==> src/rtl/convolution_coprocessor_control_if.sv <==
// Host/datapath-side signal bundle of the convolution coprocessor sequencer.
// The slave modport is the sequencer; the master modport is the host/environment.
interface convolution_coprocessor_control_if #(
  parameter int ADDR_WIDTH = 5,
  parameter int SIZE_WIDTH = 6
);
  logic                  start_i;
  logic [SIZE_WIDTH-1:0] size_x_i;
  logic [SIZE_WIDTH-1:0] size_h_i;
  logic [ADDR_WIDTH-1:0] x_addr_o;
  logic [ADDR_WIDTH-1:0] h_addr_o;
  logic                  mac_en_o;
  logic                  mac_clr_o;
  logic                  y_we_o;
  logic [ADDR_WIDTH:0]   y_addr_o;
  logic                  busy_o;
  logic                  done_o;
  logic                  err_o;

  modport master (
    output start_i, size_x_i, size_h_i,
    input  x_addr_o, h_addr_o, mac_en_o, mac_clr_o, y_we_o, y_addr_o,
           busy_o, done_o, err_o
  );

  modport slave (
    input  start_i, size_x_i, size_h_i,
    output x_addr_o, h_addr_o, mac_en_o, mac_clr_o, y_we_o, y_addr_o,
           busy_o, done_o, err_o
  );
endinterface

==> src/rtl/convolution_coprocessor_control.sv <==
// Convolution sequencer: walks y[n] = sum_k h[k]*x[n-k] over n = 0..Nx+Nh-2,
// issuing H/X read addresses, MAC clear/enable and Y write strobes.
module convolution_coprocessor_control #(
  parameter int ADDR_WIDTH = 5,
  parameter int SIZE_WIDTH = 6
) (
  input logic                            clk,
  input logic                            rst_n,
  convolution_coprocessor_control_if.slave bus
);
  // n and the size registers need one extra bit: n reaches 2*2**ADDR_WIDTH-2
  localparam int NW = ADDR_WIDTH + 1;
  localparam logic [SIZE_WIDTH-1:0] MAX_LEN = SIZE_WIDTH'(2 ** ADDR_WIDTH);

  typedef enum logic [2:0] {
    S_IDLE, S_LOAD, S_CALC, S_FLUSH, S_STORE, S_DONE
  } state_t;

  state_t state_q, state_d;

  logic [NW-1:0]         n_q, n_d;
  logic [NW-1:0]         nx_q, nx_d;
  logic [NW-1:0]         nh_q, nh_d;
  logic [ADDR_WIDTH-1:0] k_q, k_d;
  logic [ADDR_WIDTH-1:0] kmin_q, kmin_d;
  logic [ADDR_WIDTH-1:0] kmax_q, kmax_d;
  logic                  mac_en_q, mac_en_d;
  logic                  mac_clr_q, mac_clr_d;
  logic                  err_q, err_d;

  logic                  sizes_ok;
  logic                  last_n;
  logic                  calc_last;
  logic [NW-1:0]         n_nxt;
  logic [ADDR_WIDTH-1:0] kmin_nxt;
  logic [ADDR_WIDTH-1:0] kmax_nxt;

  assign sizes_ok  = (bus.size_x_i != '0) && (bus.size_x_i <= MAX_LEN) &&
                     (bus.size_h_i != '0) && (bus.size_h_i <= MAX_LEN);
  assign last_n    = (n_q == nx_q + nh_q - NW'(2));
  assign calc_last = (k_q == kmax_q);

  // k range for the next output sample: kmin = max(0, n+1-(Nx-1)), kmax = min(n+1, Nh-1)
  assign n_nxt    = n_q + NW'(1);
  assign kmin_nxt = (n_nxt >= nx_q) ? ADDR_WIDTH'(n_nxt - (nx_q - NW'(1))) : '0;
  assign kmax_nxt = (n_nxt < nh_q - NW'(1)) ? ADDR_WIDTH'(n_nxt)
                                            : ADDR_WIDTH'(nh_q - NW'(1));

  // State register
  always_ff @(posedge clk or negedge rst_n) begin
    if (!rst_n) state_q <= S_IDLE;
    else        state_q <= state_d;
  end

  // Next-state logic
  always_comb begin
    state_d = state_q;
    case (state_q)
      S_IDLE:  if (bus.start_i && sizes_ok) state_d = S_LOAD;
      S_LOAD:  state_d = S_CALC;
      S_CALC:  if (calc_last) state_d = S_FLUSH;
      S_FLUSH: state_d = S_STORE;
      S_STORE: state_d = last_n ? S_DONE : S_CALC;
      S_DONE:  state_d = S_IDLE;
      default: state_d = S_IDLE;
    endcase
  end

  // Counters, latched sizes and registered MAC/error strobes
  always_ff @(posedge clk or negedge rst_n) begin
    if (!rst_n) begin
      n_q       <= '0;
      nx_q      <= '0;
      nh_q      <= '0;
      k_q       <= '0;
      kmin_q    <= '0;
      kmax_q    <= '0;
      mac_en_q  <= 1'b0;
      mac_clr_q <= 1'b0;
      err_q     <= 1'b0;
    end else begin
      n_q       <= n_d;
      nx_q      <= nx_d;
      nh_q      <= nh_d;
      k_q       <= k_d;
      kmin_q    <= kmin_d;
      kmax_q    <= kmax_d;
      mac_en_q  <= mac_en_d;
      mac_clr_q <= mac_clr_d;
      err_q     <= err_d;
    end
  end

  // Counter update rules; MAC strobes trail the address issue by one cycle
  // to line up with the registered-read memories.
  always_comb begin
    n_d       = n_q;
    nx_d      = nx_q;
    nh_d      = nh_q;
    k_d       = k_q;
    kmin_d    = kmin_q;
    kmax_d    = kmax_q;
    err_d     = 1'b0;
    mac_en_d  = (state_q == S_CALC);
    mac_clr_d = (state_q == S_CALC) && (k_q == kmin_q);
    case (state_q)
      S_IDLE: begin
        if (bus.start_i) begin
          if (sizes_ok) begin
            nx_d = bus.size_x_i[NW-1:0];
            nh_d = bus.size_h_i[NW-1:0];
          end else begin
            err_d = 1'b1;
          end
        end
      end
      S_LOAD: begin
        n_d    = '0;
        k_d    = '0;
        kmin_d = '0;
        kmax_d = '0;
      end
      S_CALC: begin
        if (!calc_last) k_d = k_q + ADDR_WIDTH'(1);
      end
      S_STORE: begin
        if (!last_n) begin
          n_d    = n_nxt;
          kmin_d = kmin_nxt;
          kmax_d = kmax_nxt;
          k_d    = kmin_nxt;
        end
      end
      default: ;
    endcase
  end

  // Output decode: addresses and Y strobe only in their owning states
  always_comb begin
    bus.x_addr_o  = '0;
    bus.h_addr_o  = '0;
    bus.y_we_o    = 1'b0;
    bus.y_addr_o  = '0;
    bus.busy_o    = 1'b0;
    bus.done_o    = 1'b0;
    bus.mac_en_o  = mac_en_q;
    bus.mac_clr_o = mac_clr_q;
    bus.err_o     = err_q;
    case (state_q)
      S_LOAD, S_FLUSH: bus.busy_o = 1'b1;
      S_CALC: begin
        bus.busy_o   = 1'b1;
        bus.h_addr_o = k_q;
        bus.x_addr_o = ADDR_WIDTH'(n_q - NW'(k_q));
      end
      S_STORE: begin
        bus.busy_o   = 1'b1;
        bus.y_we_o   = 1'b1;
        bus.y_addr_o = n_q;
      end
      S_DONE:  bus.done_o = 1'b1;
      default: ;
    endcase
  end
endmodule
==> src/flat_wrapper.sv <==
// flat-port wrapper written by rule: the top's interface ports become plain ports
module convolution_coprocessor_control_flat 
#(
  parameter int ADDR_WIDTH = 5,
  parameter int SIZE_WIDTH = 6
)
  (clk, rst_n, bus_start_i, bus_size_x_i, bus_size_h_i, bus_x_addr_o, bus_h_addr_o, bus_mac_en_o, bus_mac_clr_o, bus_y_we_o, bus_y_addr_o, bus_busy_o, bus_done_o, bus_err_o);
  convolution_coprocessor_control_if #(.ADDR_WIDTH(ADDR_WIDTH), .SIZE_WIDTH(SIZE_WIDTH)) bus_i ();
  input logic clk;
  input logic rst_n;
  input wire logic [$bits(bus_i.start_i)-1:0] bus_start_i;
  input wire logic [$bits(bus_i.size_x_i)-1:0] bus_size_x_i;
  input wire logic [$bits(bus_i.size_h_i)-1:0] bus_size_h_i;
  output wire logic [$bits(bus_i.x_addr_o)-1:0] bus_x_addr_o;
  output wire logic [$bits(bus_i.h_addr_o)-1:0] bus_h_addr_o;
  output wire logic [$bits(bus_i.mac_en_o)-1:0] bus_mac_en_o;
  output wire logic [$bits(bus_i.mac_clr_o)-1:0] bus_mac_clr_o;
  output wire logic [$bits(bus_i.y_we_o)-1:0] bus_y_we_o;
  output wire logic [$bits(bus_i.y_addr_o)-1:0] bus_y_addr_o;
  output wire logic [$bits(bus_i.busy_o)-1:0] bus_busy_o;
  output wire logic [$bits(bus_i.done_o)-1:0] bus_done_o;
  output wire logic [$bits(bus_i.err_o)-1:0] bus_err_o;
  assign bus_i.start_i = bus_start_i;
  assign bus_i.size_x_i = bus_size_x_i;
  assign bus_i.size_h_i = bus_size_h_i;
  assign bus_x_addr_o = bus_i.x_addr_o;
  assign bus_h_addr_o = bus_i.h_addr_o;
  assign bus_mac_en_o = bus_i.mac_en_o;
  assign bus_mac_clr_o = bus_i.mac_clr_o;
  assign bus_y_we_o = bus_i.y_we_o;
  assign bus_y_addr_o = bus_i.y_addr_o;
  assign bus_busy_o = bus_i.busy_o;
  assign bus_done_o = bus_i.done_o;
  assign bus_err_o = bus_i.err_o;
  convolution_coprocessor_control #(.ADDR_WIDTH(ADDR_WIDTH), .SIZE_WIDTH(SIZE_WIDTH)) u_core (.clk(clk), .rst_n(rst_n), .bus(bus_i));
endmodule
==> config.mk <==
export PLATFORM = sky130hd
export DESIGN_NAME = convolution_coprocessor_control_flat
export DESIGN_NICKNAME = d
export VERILOG_FILES = /design/src/rtl/convolution_coprocessor_control_if.sv /design/src/rtl/convolution_coprocessor_control.sv /design/src/flat_wrapper.sv
export SDC_FILE = /design/constraint.sdc
export NUM_CORES = 1
export LEC_CHECK = 0
export BUFFER_PORTS_ARGS = -buffer_cell sky130_fd_sc_hd__buf_4
export CORE_ASPECT_RATIO = 0.9
export CORE_UTILIZATION = 45
export DETAILED_ROUTE_END_ITERATION = 10
export GPL_ROUTABILITY_DRIVEN = 0
export PLACE_DENSITY = 0.69
export SLEW_MARGIN = 0
export SYNTH_ARGS = -nofsm -noshare
export SYNTH_HDL_FRONTEND = slang
export SYNTH_SLANG_ARGS = --single-unit
==> constraint.sdc <==
create_clock -name clk -period 8.8 [get_ports clk]
set_input_delay 0.88 -clock clk [delete_from_list [all_inputs] [get_ports clk]]
set_output_delay 0.88 -clock clk [all_outputs]
set_load 0.01 [all_outputs]
== Word-level counts from Yosys, hierarchy flattened ==
Cells that the tools add are included.

* Bits of input ports: 15
* Word-level logic and storage cells: 72
* Register bits: 39
* Output and inout port bits: 22

* Equal/unequal tests: 12
* Add/subtract/negate cells: 8
* Multiplexer cells: 23
* Reduce and logical (&&, ||, !) cells: 15
* Magnitude comparators: 4

{| class="wikitable"
|+ Operators by type and width
! operator !! number
|-
| two-way mux 5 bit || 7
|-
| one-hot mux 5 bit (2 select lines) || 2
|-
| one-hot mux 3 bit (5 select lines) || 1
|-
| one-hot mux 5 bit (3 select lines) || 1
|-
| less-or-equal comparator 6 bit, second input constant || 2
|-
| two-way mux 6 bit || 2
|-
| one-hot mux 6 bit (2 select lines) || 1
|-
| nonzero test 6 bit || 2
|-
| == test 5 bit || 2
|-
| subtractor 5 bit || 2
|-
| two-way mux 3 bit || 3
|-
| adder 6 x 1 -> 6 bit, second input constant || 1
|-
| adder 6 bit || 1
|-
| == test 3 x 2 -> 1 bit, second input constant || 2
|-
| == test 3 bit, second input constant || 2
|-
| == test 6 bit || 1
|-
| greater-or-equal comparator 6 bit || 1
|-
| < comparator 6 bit || 1
|-
| two-way mux 1 bit || 6
|-
| != test 2 bit, second input constant || 3
|-
| AND reduction 3 bit || 2
|-
| subtractor 6 x 1 -> 6 bit, second input constant || 1
|-
| subtractor 6 x 2 -> 6 bit, second input constant || 1
|-
| adder 5 x 1 -> 5 bit, second input constant || 1
|-
| other kinds (9) || 14
|}

== Logic depth before layout (Yosys ltp) ==
Gate-level depths: netlist (run 1).

* Word-level depth: 7
* Gate-level depth with buffers: 13
* Depth with buffers taken out: 12

== Worst setup path after synthesis (run 1) ==
Ideal clock, no wire load.

* Path type: register to register
* From: register u_core.nh_q[1]
* To: register u_core.kmin_q[3]
* Data arrival time: 2709 ps
* Data required time: 8672 ps
* Path slack: 5963 ps
* Clock period less this slack: 2837 ps
* Library setup time: 128 ps
* Buffers on the path: 0
* Stages on the path, launching flop included: 13
* Path through: dfrtp_1 -> inv_1 -> ha_1 -> inv_1 -> ha_1 -> inv_1 -> fa_1 -> xor2_1 -> nand3_1 -> nor4b_4 -> nand3_2 -> a21boi_4 -> mux2_1

* Cells in the longest elaborated chain, start to end: 5

{| class="wikitable"
|+ RTL lines
! what !! RTL line !! text
|-
| from (decl) || convolution_coprocessor_control.sv:23 || <nowiki>logic [NW-1:0] nh_q, nh_d;</nowiki>
|-
| from (signal assigned) || convolution_coprocessor_control.sv:84 || <nowiki>nh_q <= nh_d;</nowiki>
|-
| adder 6 bit || convolution_coprocessor_control.sv:40 || <nowiki>assign last_n = (n_q == nx_q + nh_q - NW'(2));</nowiki>
|-
| subtractor 6 x 2 -> 6 bit || convolution_coprocessor_control.sv:40 ||
|-
| == test 6 bit || convolution_coprocessor_control.sv:40 ||
|-
| != test 2 bit (no line) || -- ||
|-
| AND reduction 2 bit (no line) || -- ||
|-
| to (signal assigned) || convolution_coprocessor_control.sv:86 || <nowiki>kmin_q <= kmin_d;</nowiki>
|-
| to (decl) || convolution_coprocessor_control.sv:25 || <nowiki>logic [ADDR_WIDTH-1:0] kmin_q, kmin_d;</nowiki>
|}

No other way between the ends.
A chain may end at the register's enable or synchronous reset.

== Worst setup path in the final report (run 1) ==
* From: register u_core.n_q[0]
* To: output bus_x_addr_o[4]

* Cells in the longest elaborated chain, start to end: 2

{| class="wikitable"
|+ RTL lines
! what !! RTL line !! text
|-
| from (decl) || convolution_coprocessor_control.sv:21 || <nowiki>logic [NW-1:0] n_q, n_d;</nowiki>
|-
| from (signal assigned) || convolution_coprocessor_control.sv:82 || <nowiki>n_q <= n_d;</nowiki>
|-
| subtractor 5 bit || convolution_coprocessor_control.sv:154 || <nowiki>bus.x_addr_o = ADDR_WIDTH'(n_q - NW'(k_q));</nowiki>
|-
| two-way mux 5 bit || convolution_coprocessor_control.sv:149 || <nowiki>case (state_q)</nowiki>
|-
| to (decl) || flat_wrapper.sv:14 || <nowiki>output wire logic [$bits(bus_i.x_addr_o)-1:0] bus_x_addr_o;</nowiki>
|}

No other way between the ends.

==> results of run 1 <==
sequential cells by signal, indices dropped and copies added (netlist names), 3 cells and up:
register,count
u_core.nh_q,6
u_core.kmax_q,5
u_core.k_q,5
u_core.state_q,3
u_core.kmin_q,5
u_core.nx_q,6
u_core.n_q,6
worst max-delay path, cell delays in order (launching register included):
cell,delay (ns)
dfrtp_1,0.50
inv_1,0.22
ha_1,0.18
inv_1,0.06
fa_1,0.39
a21o_1,0.18
a21oi_1,0.18
xnor2_1,0.14
nor2_1,0.06
buf_4,0.16
stage by stage:
step	instances	cell area [um2]	setup WS, ns
floorplan	312	3120	5.96
global placement	423	3410	5.36
detailed placement	423	3410	5.38
CTS	431	3500	5.55
global route	431	3500	5.28
finish	431	3500	5.54
layer usage:
metal	global-route usage (%)	vias up	wire length (um)
li1	-	1140	-
met3	3.56	16	351
met4	6.56	0	123
met2	34.8	75	3220
met1	28.4	1132	3360
met5	0	-	0
final timing paths:
check | end | depth (start not counted) | start
max | bus_x_addr_o[4] | 9 | u_core.n_q[0]
min | u_core.nx_q[3] | 1 | u_core.nx_q[3]
max reg2reg | u_core.kmin_q[3] | 12 | u_core.nx_q[1]
min reg2reg | u_core.nx_q[3] | 1 | u_core.nx_q[3]
max in group asynchronous | u_core.nx_q[0] | 1 | rst_n
min in group asynchronous | u_core.bus.err_o | 1 | rst_n
power by group:
part           leakage [nW]  internal [mW]  switching (mW)
logic                  1.18          0.354           0.431
registers             0.513          0.233          0.0707
clock network        0.0402         0.0552          0.0688
cells in the final DEF (no fill, tap or decap), drive strengths merged, types with 6 or more instances in the layout:
master and n:
nand3 12, mux2 17, a21oi 11, xnor2 22, ha 31, inv 32, o21ai 7, and2 6
buf 36, nor2 17, dfrtp 39, xor2 16, nand2 10, a22o 12
kinds of logic (layout without fill, tap and decap cells):
kind of cell / after synthesis / count (layout)
adders and majority gates: 36 / 36
DFF: 39 / 39
muxes: 22 / 22
xor gates and xnor gates: 38 / 38
and+or+nand+nor: 75 / 75
buffers and inverters: 47 / 76
AOI/OAI and AO/OA: 55 / 55
cell type report:
class	instances	area, um2	share of cell area [%]
repair buffers	36	270	7.73
well taps	90	113	3.22
inverters	32	120	3.43
flip-flops and latches	39	976	27.9
clock buffers	5	68.8	1.97
clock inverters	3	20.0	0.572
multi-input cells	226	1930	55.2
==> results_dict.tcl, run 1 <==
set metrics [dict create \
    run_status "complete, no violations" \
    root_buffer "clkbuf_8" \
    ctsHoldBuffers 0 \
    synth-edff-count 0 \
    synth_area_mm2 0.00312 \
    grt_pass1_wl_um 12000 \
    syn_nets 362 \
    die_area_mm2 0.00726 \
    synth_top_cell_area_share_pct 31.3 \
    wire_per_inst_um 16.4 \
    yosysUniqueCellTypes 62 \
    r2r_slack_ns 5.56 \
    fin_worst_skew_ns 0.00396 \
    crit_fanout 9 \
    area_growth_pct 12.2 \
    gr-usage-all-layers_pct 21.0 \
    synth_top_family_by_area "adder cells" \
    layout-drive-gt1-share_pct 17.6 \
    grt_max_degree 40 \
    max_freq_mhz 307 \
    cts_tree "yes" \
    first_pass_iters 4 \
    tightest_slew_ns 0.913 \
    num_antenna_cells 0 \
    grt_antenna_before_repair 0 \
    cts.sinks 39 \
    drc 0 \
    hold_path.class "flop to flop" \
    numPortBuffers 36 \
    cts_resized 0 \
    gr-total-overflow 0 \
    muxShareOfSynthArea_pct 7.75 \
    synthSimpleGateAreaFrac_pct 14.2 \
    path_clk_slew_ns 0.08 \
    synth_top_area_cell "dfrtp_1" \
    drtIter0Drc 188 \
    synthCells 312 \
    fin_crit_ns 3.26 \
    synth_common_cells "dfrtp_1 (39), ha_1 (31), inv_1 (31), xnor2_1 (22)" \
    yosysSeqAreaShare_pct 31.3 \
    cp-end-kind "primary output" \
    layout_worst_path_cycle_share_pct 37.1 \
    coreArea_mm2 0.00662 \
    p_leak_nw 1.73 \
    vias_per_cell 5.48 \
    arrival_ns 2.38 \
    relSlewSlack_pct 38.2 \
    yosys_most_used_dff "dfrtp_1" \
    maxCapViolCount 0 \
    die_width_um 89.7 \
    start_kind "flop" \
    fin_nets 390 \
    setup_violations 0 \
    cts_buffers 5 \
    hold_slack_ns 0.498 \
    rsz0062_at_grt "false" \
    insertion_delay_ns 0.30 \
    utilization_pct 52.8 \
    ys_warn_count 0 \
    die_y_um 80.9 \
    power.density_mw_per_mm2 347 \
    grt_pass1_vias 2358 \
    critPathRequiredTime_ns 7.92 \
    vias 2363 \
    routed_wl_um 7050 \
    ir_drop_mv 0.170 \
    synth-xor-area-share_pct 10.7 \
    h-tree-depth 2 \
    hold_viol_final 0 \
    fin_setup_tns_ns 0 \
    final_max_slew_viol_count 0 \
    synth_compound_area_share_pct 13.9 \
    yosysMostFrequentCell "dfrtp_1" \
    start_util_pct 47.1 \
    cts_setup_buffers 0 \
    fill_cells 621 \
    synthAdderAreaFrac_pct 15.3 \
    ant_nets 0 \
    finalPower_mw 1.21 \
    crit_type "flop to primary output" \
    post-dp-hpwl_um 5540 \
    async_flop_share_pct 100 \
    num_rows 28 \
    pin_count 37 \
    netlist_top_cells_area "dfrtp_1 (31%), ha_1 (12%), xnor2_1 (6.2%)" \
    syn_avg_cell_area_um2 9.99 \
    clockBufferDepth 2 \
    ys_seq_elements 39 \
]
Note: power is estimated with default switching activity, not from simulation.
==> run 2, diff against run 1 <==
--- a/config.mk
+++ b/config.mk
@@ -10,7 +10,7 @@
 export CORE_UTILIZATION = 45
 export DETAILED_ROUTE_END_ITERATION = 10
 export GPL_ROUTABILITY_DRIVEN = 0
-export PLACE_DENSITY = 0.69
+export PLACE_DENSITY = 0.72
 export SLEW_MARGIN = 0
 export SYNTH_ARGS = -nofsm -noshare
 export SYNTH_HDL_FRONTEND = slang
==> constraint.sdc (replaced) <==
create_clock -name clk -period 2.8 [get_ports clk]
set_input_delay 0.28 -clock clk [delete_from_list [all_inputs] [get_ports clk]]
set_output_delay 0.28 -clock clk [all_outputs]
set_load 0.01 [all_outputs]
==> results_dict.tcl, run 2 (synthesis gave the netlist of run 1 again) <==
set metrics [dict create \
    run_status "complete, but fails checks" \
    violations "setup timing" \
    area_growth_pct 26.1 \
    cts_tree "yes" \
    utilization_pct 59.3 \
    clockBufferDepth 2 \
    r2r_slack_ns -0.02 \
    hp-start "bus_size_x_i[4]" \
    critPathRequiredTime_ns 2.99 \
    hold_slack_ns 0.196 \
    setup_violations 2 \
    intPower_mw 2.54 \
    grt_pass1_wl_um 13100 \
    p_seq_share_pct 19.9 \
    regToRegEndpoint "u_core.k_q[1]" \
    cp-end-kind "flop" \
    layout_worst_path_cycle_share_pct 101 \
    die_width_um 89.7 \
    grt_antenna_before_repair 0 \
    rsz0062_at_grt "true" \
    num_antenna_cells 0 \
    fin_crit_ns 2.82 \
    stdcell_area_mm2 0.00393 \
    cts.sinks 39 \
    gr-total-overflow 0 \
    r2r_start "u_core.n_q[0]" \
    relSlewSlack_pct 57.9 \
    place_area_mm2 0.00365 \
    fin_worst_skew_ns 0.00528 \
    final_common_cell "buf_4" \
    die_area_mm2 0.00726 \
    worstRegToRegCells 11 \
    grt_max_degree 40 \
    min_to "u_core.nx_q[4]" \
    layout-drive-gt1-share_pct 30.0 \
    gr-usage-all-layers_pct 23.5 \
    maxCapViolCount 0 \
    drc 0 \
    cts_buffers 5 \
    fill_cells 563 \
    die_y_um 80.9 \
    crit_fanout 7 \
    vias 2490 \
    max_freq_mhz 354 \
    min_path_cells 2 \
    hold_viol_final 0 \
    switchingPower_mw 1.99 \
    p_comb_share_pct 67.5 \
    top_regs "u_core.n_q (6), u_core.nh_q (6), u_core.nx_q (6)" \
    tightest_slew_ns 0.626 \
    insertion_delay_ns 0.30 \
    num_rows 28 \
    finalWorstSetupSlack_ns -0.0239 \
    slowest_delay_ns 0.43 \
    root_buffer "clkbuf_8" \
    fin_cells 467 \
    final_max_slew_viol_count 0 \
    p_leak_nw 1.96 \
    first_pass_iters 4 \
    finalPower_mw 4.53 \
    grt_pass1_vias 2558 \
    numPortBuffers 36 \
    placed_cells 454 \
    h-tree-depth 2 \
    arrival_ns 3.01 \
    dp_slack_ns -0.138 \
    ir_drop_mv 0.632 \
    fin_setup_tns_ns -0.0345 \
    cp_cell_sequence "ha_1, xor2_1, ha_1, fa_1, nor3_1, o21ai_0, o211ai_1, o311ai_1, buf_4, a22o_1, mux2_4" \
    crit_start "u_core.n_q[0]" \
    p_sw_share_pct 44.0 \
    power.density_mw_per_mm2 1150 \
    fin_nets 426 \
    start_util_pct 47.1 \
    ant_nets 0 \
    start_kind "flop" \
    crit_slowest_cell "fa_1" \
    layout_common_cells "buf_4 (69), dfrtp_1 (39), ha_1 (29), inv_1 (25), xnor2_1 (22)" \
    crit_type "flop to flop" \
    power.share.clock_pct 12.6 \
    routed_wl_um 7970 \
    wire_per_inst_um 17.1 \
    hold_path.class "input port to flop" \
    post-dp-hpwl_um 5970 \
    pin_count 37 \
    vias_per_cell 5.33 \
    path_clk_slew_ns 0.08 \
    drtIter0Drc 97 \
    coreArea_mm2 0.00662 \
    crit_top_cell "ha_1" \
]
[run 2: changes by cell type in the layout (fill, tap and decap cells not counted), moves of 2 or more]
cell / change
bufinv_16: +2
buf_4: +33
inv_1: -6
mux2_4: +4
ha_4: +2
inv_2: +6
mux2_1: -4
ha_1: -2
[run 2: worst max-delay path, delay by kind of cell, from the launching register on]
| kind | cells | cell delay, ns |
|---|---|---|
| AO/OA/AOI/OAI | 4 | 0.61 |
| XOR/XNOR | 1 | 0.18 |
| adder cells (fa/ha/maj) | 3 | 0.90 |
| buffers and inverters | 1 | 0.18 |
| flip-flops | 1 | 0.38 |
| multiplexers | 1 | 0.25 |
| AND/OR/NAND/NOR | 1 | 0.20 |
[run 2: layout make-up]
type                            count  area (um2)  area share, %
Clock buffer                        5        68.8           1.75
Multi-Input combinational cell    226        2030           51.7
Inverter                           32         120           3.06
Clock inverter                      3        67.6           1.72
Tap cell                           90         113           2.87
Timing Repair Buffer               72         554           14.1
Sequential cell                    39         976           24.8
[run 2: worst max path at each step]
stage,endpoint,slack (ns)
floorplan,u_core.kmin_q[3],0.04
global placement,u_core.k_q[0],-0.02
detailed placement,u_core.state_q[0],-0.14
CTS,u_core.k_q[3],-0.12
global route,u_core.k_q[3],-0.15
finish,u_core.k_q[1],-0.02
[run 2: timing repair]
action                                  4_1_cts  5_1_grt
setup buffers                                 2        3
endpoints found under the hold margin        39        0
hold buffers                                  1        0
pin swaps                                    11        9
endpoints found under the setup margin       21       23
gates resized for setup                      19        7
[run 2: power groups by stage]
stage / Sequential (mW) / Clock (mW) / Combinational (mW)
2_1_floorplan: 0.873 / 0 / 1.96
5_1_grt: 0.928 / 0.610 / 3.36
4_1_cts: 0.900 / 0.579 / 2.98
3_3_place_gp: 0.896 / 0 / 2.75
6_report: 0.903 / 0.571 / 3.06
3_5_place_dp: 0.908 / 0 / 2.82
[run 2: layer usage]
metal	share of wire [%]	routed length, um	global-route usage [%]	up-vias
met5	0	0	0	-
met4	1.2	96	7.54	0
met3	4.8	384	3.75	10
met2	48	3840	42.0	67
met1	46	3650	29.5	1199
li1	-	-	-	1214
==> run 3, diff against run 2 <==
==> constraint.sdc (replaced) <==
create_clock -name clk -period 2.8 [get_ports clk]
set_input_delay 0.56 -clock clk [delete_from_list [all_inputs] [get_ports clk]]
set_output_delay 0.56 -clock clk [all_outputs]
set_load 0.01 [all_outputs]
==> results_dict.tcl, run 3 (synthesis gave the netlist of run 1 again) <==
set metrics [dict create \
    run_status "complete, no violations" \
    crit_type "flop to primary output" \
    cts_buffers 5 \
    path_clk_slew_ns 0.08 \
    finalWorstSetupSlack_ns 0.0590 \
    cts.sinks 39 \
    hold_slack_ns 0.228 \
    utilization_pct 59.3 \
    wire_per_inst_um 16.4 \
    p_leak_nw 1.94 \
    max_freq_mhz 365 \
    switchingPower_mw 1.99 \
    p_seq_share_pct 20.3 \
    pin_count 37 \
    first_pass_iters 4 \
    power.density_mw_per_mm2 1120 \
    vias 2493 \
    drtIter0Drc 137 \
    insertion_delay_ns 0.29 \
    layout-drive-gt1-share_pct 31.9 \
    use_met2_pct 38.8 \
    worstRegToRegCells 11 \
    intPower_mw 2.39 \
    hold_viol_final 0 \
    fin_worst_skew_ns 0.00741 \
    die_area_mm2 0.00726 \
    ant_nets 0 \
    crit_end "bus_x_addr_o[4]" \
    p_comb_share_pct 70.9 \
    start_util_pct 47.1 \
    layout_common_cells "buf_4 (71), dfrtp_1 (39), ha_1 (27), inv_1 (24), xnor2_1 (22)" \
    crit_start "u_core.n_q[0]" \
    fill_cells 575 \
    vias_per_cell 5.32 \
    grt_antenna_before_repair 0 \
    relSlewSlack_pct 56.6 \
    gr-usage-all-layers_pct 22.1 \
    num_rows 28 \
    placed_cells 455 \
    regToRegEndpoint "u_core.k_q[1]" \
    drc 0 \
    grt_pass1_vias 2469 \
    crit_fanout 6 \
    cp-end-kind "primary output" \
    root_buffer "clkbuf_8" \
    power.share.clock_pct 8.7 \
    h-tree-depth 2 \
    fin_crit_ns 2.74 \
    critPathRequiredTime_ns 2.24 \
    maxCapViolCount 0 \
    grt_max_degree 40 \
    final_common_cell "buf_4" \
    final_max_slew_viol_count 0 \
    dp_slack_ns -0.110 \
    num_antenna_cells 0 \
    grtUsageMet3_pct 3.28 \
    finalPower_mw 4.38 \
    grt_pass1_wl_um 12400 \
    clockBufferDepth 2 \
    die_y_um 80.9 \
    r2r_slack_ns 0.07 \
    fin_nets 428 \
    post-dp-hpwl_um 5880 \
    tightest_slew_ns 0.645 \
    die_width_um 89.7 \
    gr-total-overflow 0 \
    met1_usage_pct 28.7 \
    start_kind "flop" \
    cts_tree "yes" \
    top_regs "u_core.n_q (6), u_core.nh_q (6), u_core.nx_q (6)" \
    area_growth_pct 26.1 \
    ctsHoldBuffers 0 \
    layout_worst_path_cycle_share_pct 97.9 \
    r2r_start "u_core.n_q[0]" \
    routed_wl_um 7680 \
    ir_drop_mv 0.590 \
    busiest_layer "met2" \
    numPortBuffers 36 \
    fin_cells 469 \
    arrival_ns 2.18 \
    rsz0062_at_grt "true" \
    p_sw_share_pct 45.4 \
    setup_violations 0 \
    hold_path.class "input port to asynchronous set/reset pin" \
    coreArea_mm2 0.00662 \
]
## run 3: cell count changes in the layout (fill, tap and decap cells not counted), moves of 2 or more
cell       delta
ha_1          -2
bufinv_16     -2
ha_4          +2
buf_4         +2
## run 3: per-layer routing
layer | vias up | share of wire [%]
met3 | 11 | 4.5
met1 | 1194 | 47
li1 | 1226 | -
met5 | - | 0
met4 | 0 | 1.1
met2 | 62 | 47
## run 3: final cells by class
class | instances | area (um2) | share of cell area [%]
multi-input combinational | 226 | 2050 | 52.2
tap | 90 | 113 | 2.87
timing repair buffer | 74 | 574 | 14.6
inverter | 32 | 128 | 3.25
sequential | 39 | 976 | 24.8
clock buffer | 5 | 68.8 | 1.75
clock inverter | 3 | 20.0 | 0.510
## run 3: power by group through the flow
stage / combinational, mW / clock [mW] / sequential, mW
2_1_floorplan: 1.96 / 0 / 0.873
3_3_place_gp: 2.76 / 0 / 0.886
3_5_place_dp: 2.85 / 0 / 0.893
4_1_cts: 2.99 / 0.394 / 0.886
5_1_grt: 3.40 / 0.423 / 0.914
6_report: 3.11 / 0.383 / 0.891
## run 3: repair_timing
action	4_1_cts	5_1_grt
setup buffers	3	4
gates resized for setup	19	17
endpoints found under the setup margin	7	23
pin swaps	10	15
## run 3: how the worst min path moves through the flow
stage / start / slack, ns / cells past startpoint / end
after CTS: rst_n / 0.25 / 1 / u_core.bus.err_o
after detailed placement: u_core.nx_q[4] / 0.49 / 1 / u_core.nx_q[4]
final: rst_n / 0.23 / 1 / u_core.state_q[2]
after global placement: u_core.nx_q[2] / 0.48 / 1 / u_core.nx_q[2]
after floorplan: rst_n / 0.26 / 0 / u_core.bus.err_o
after global routing: rst_n / 0.25 / 1 / u_core.bus.err_o
## run 3: stage by stage
step | area, um2 | TNS (ns)
2_1_floorplan | 3120 | 0
5_1_grt | 3930 | -0.718
6_report | 3930 | 0
4_1_cts | 3830 | -0.103
3_5_place_dp | 3660 | -0.319
3_3_place_gp | 3660 | -0.0732
## run 3: critical path, stage by stage, from the launching register on
cell,delay [ns]
dfrtp_1,0.39
buf_6,0.13
buf_8,0.13
inv_8,0.06
ha_4,0.11
inv_2,0.04
fa_2,0.36
a21o_1,0.19
a21oi_2,0.13
xnor2_1,0.14
nor2_1,0.07
buf_4,0.14
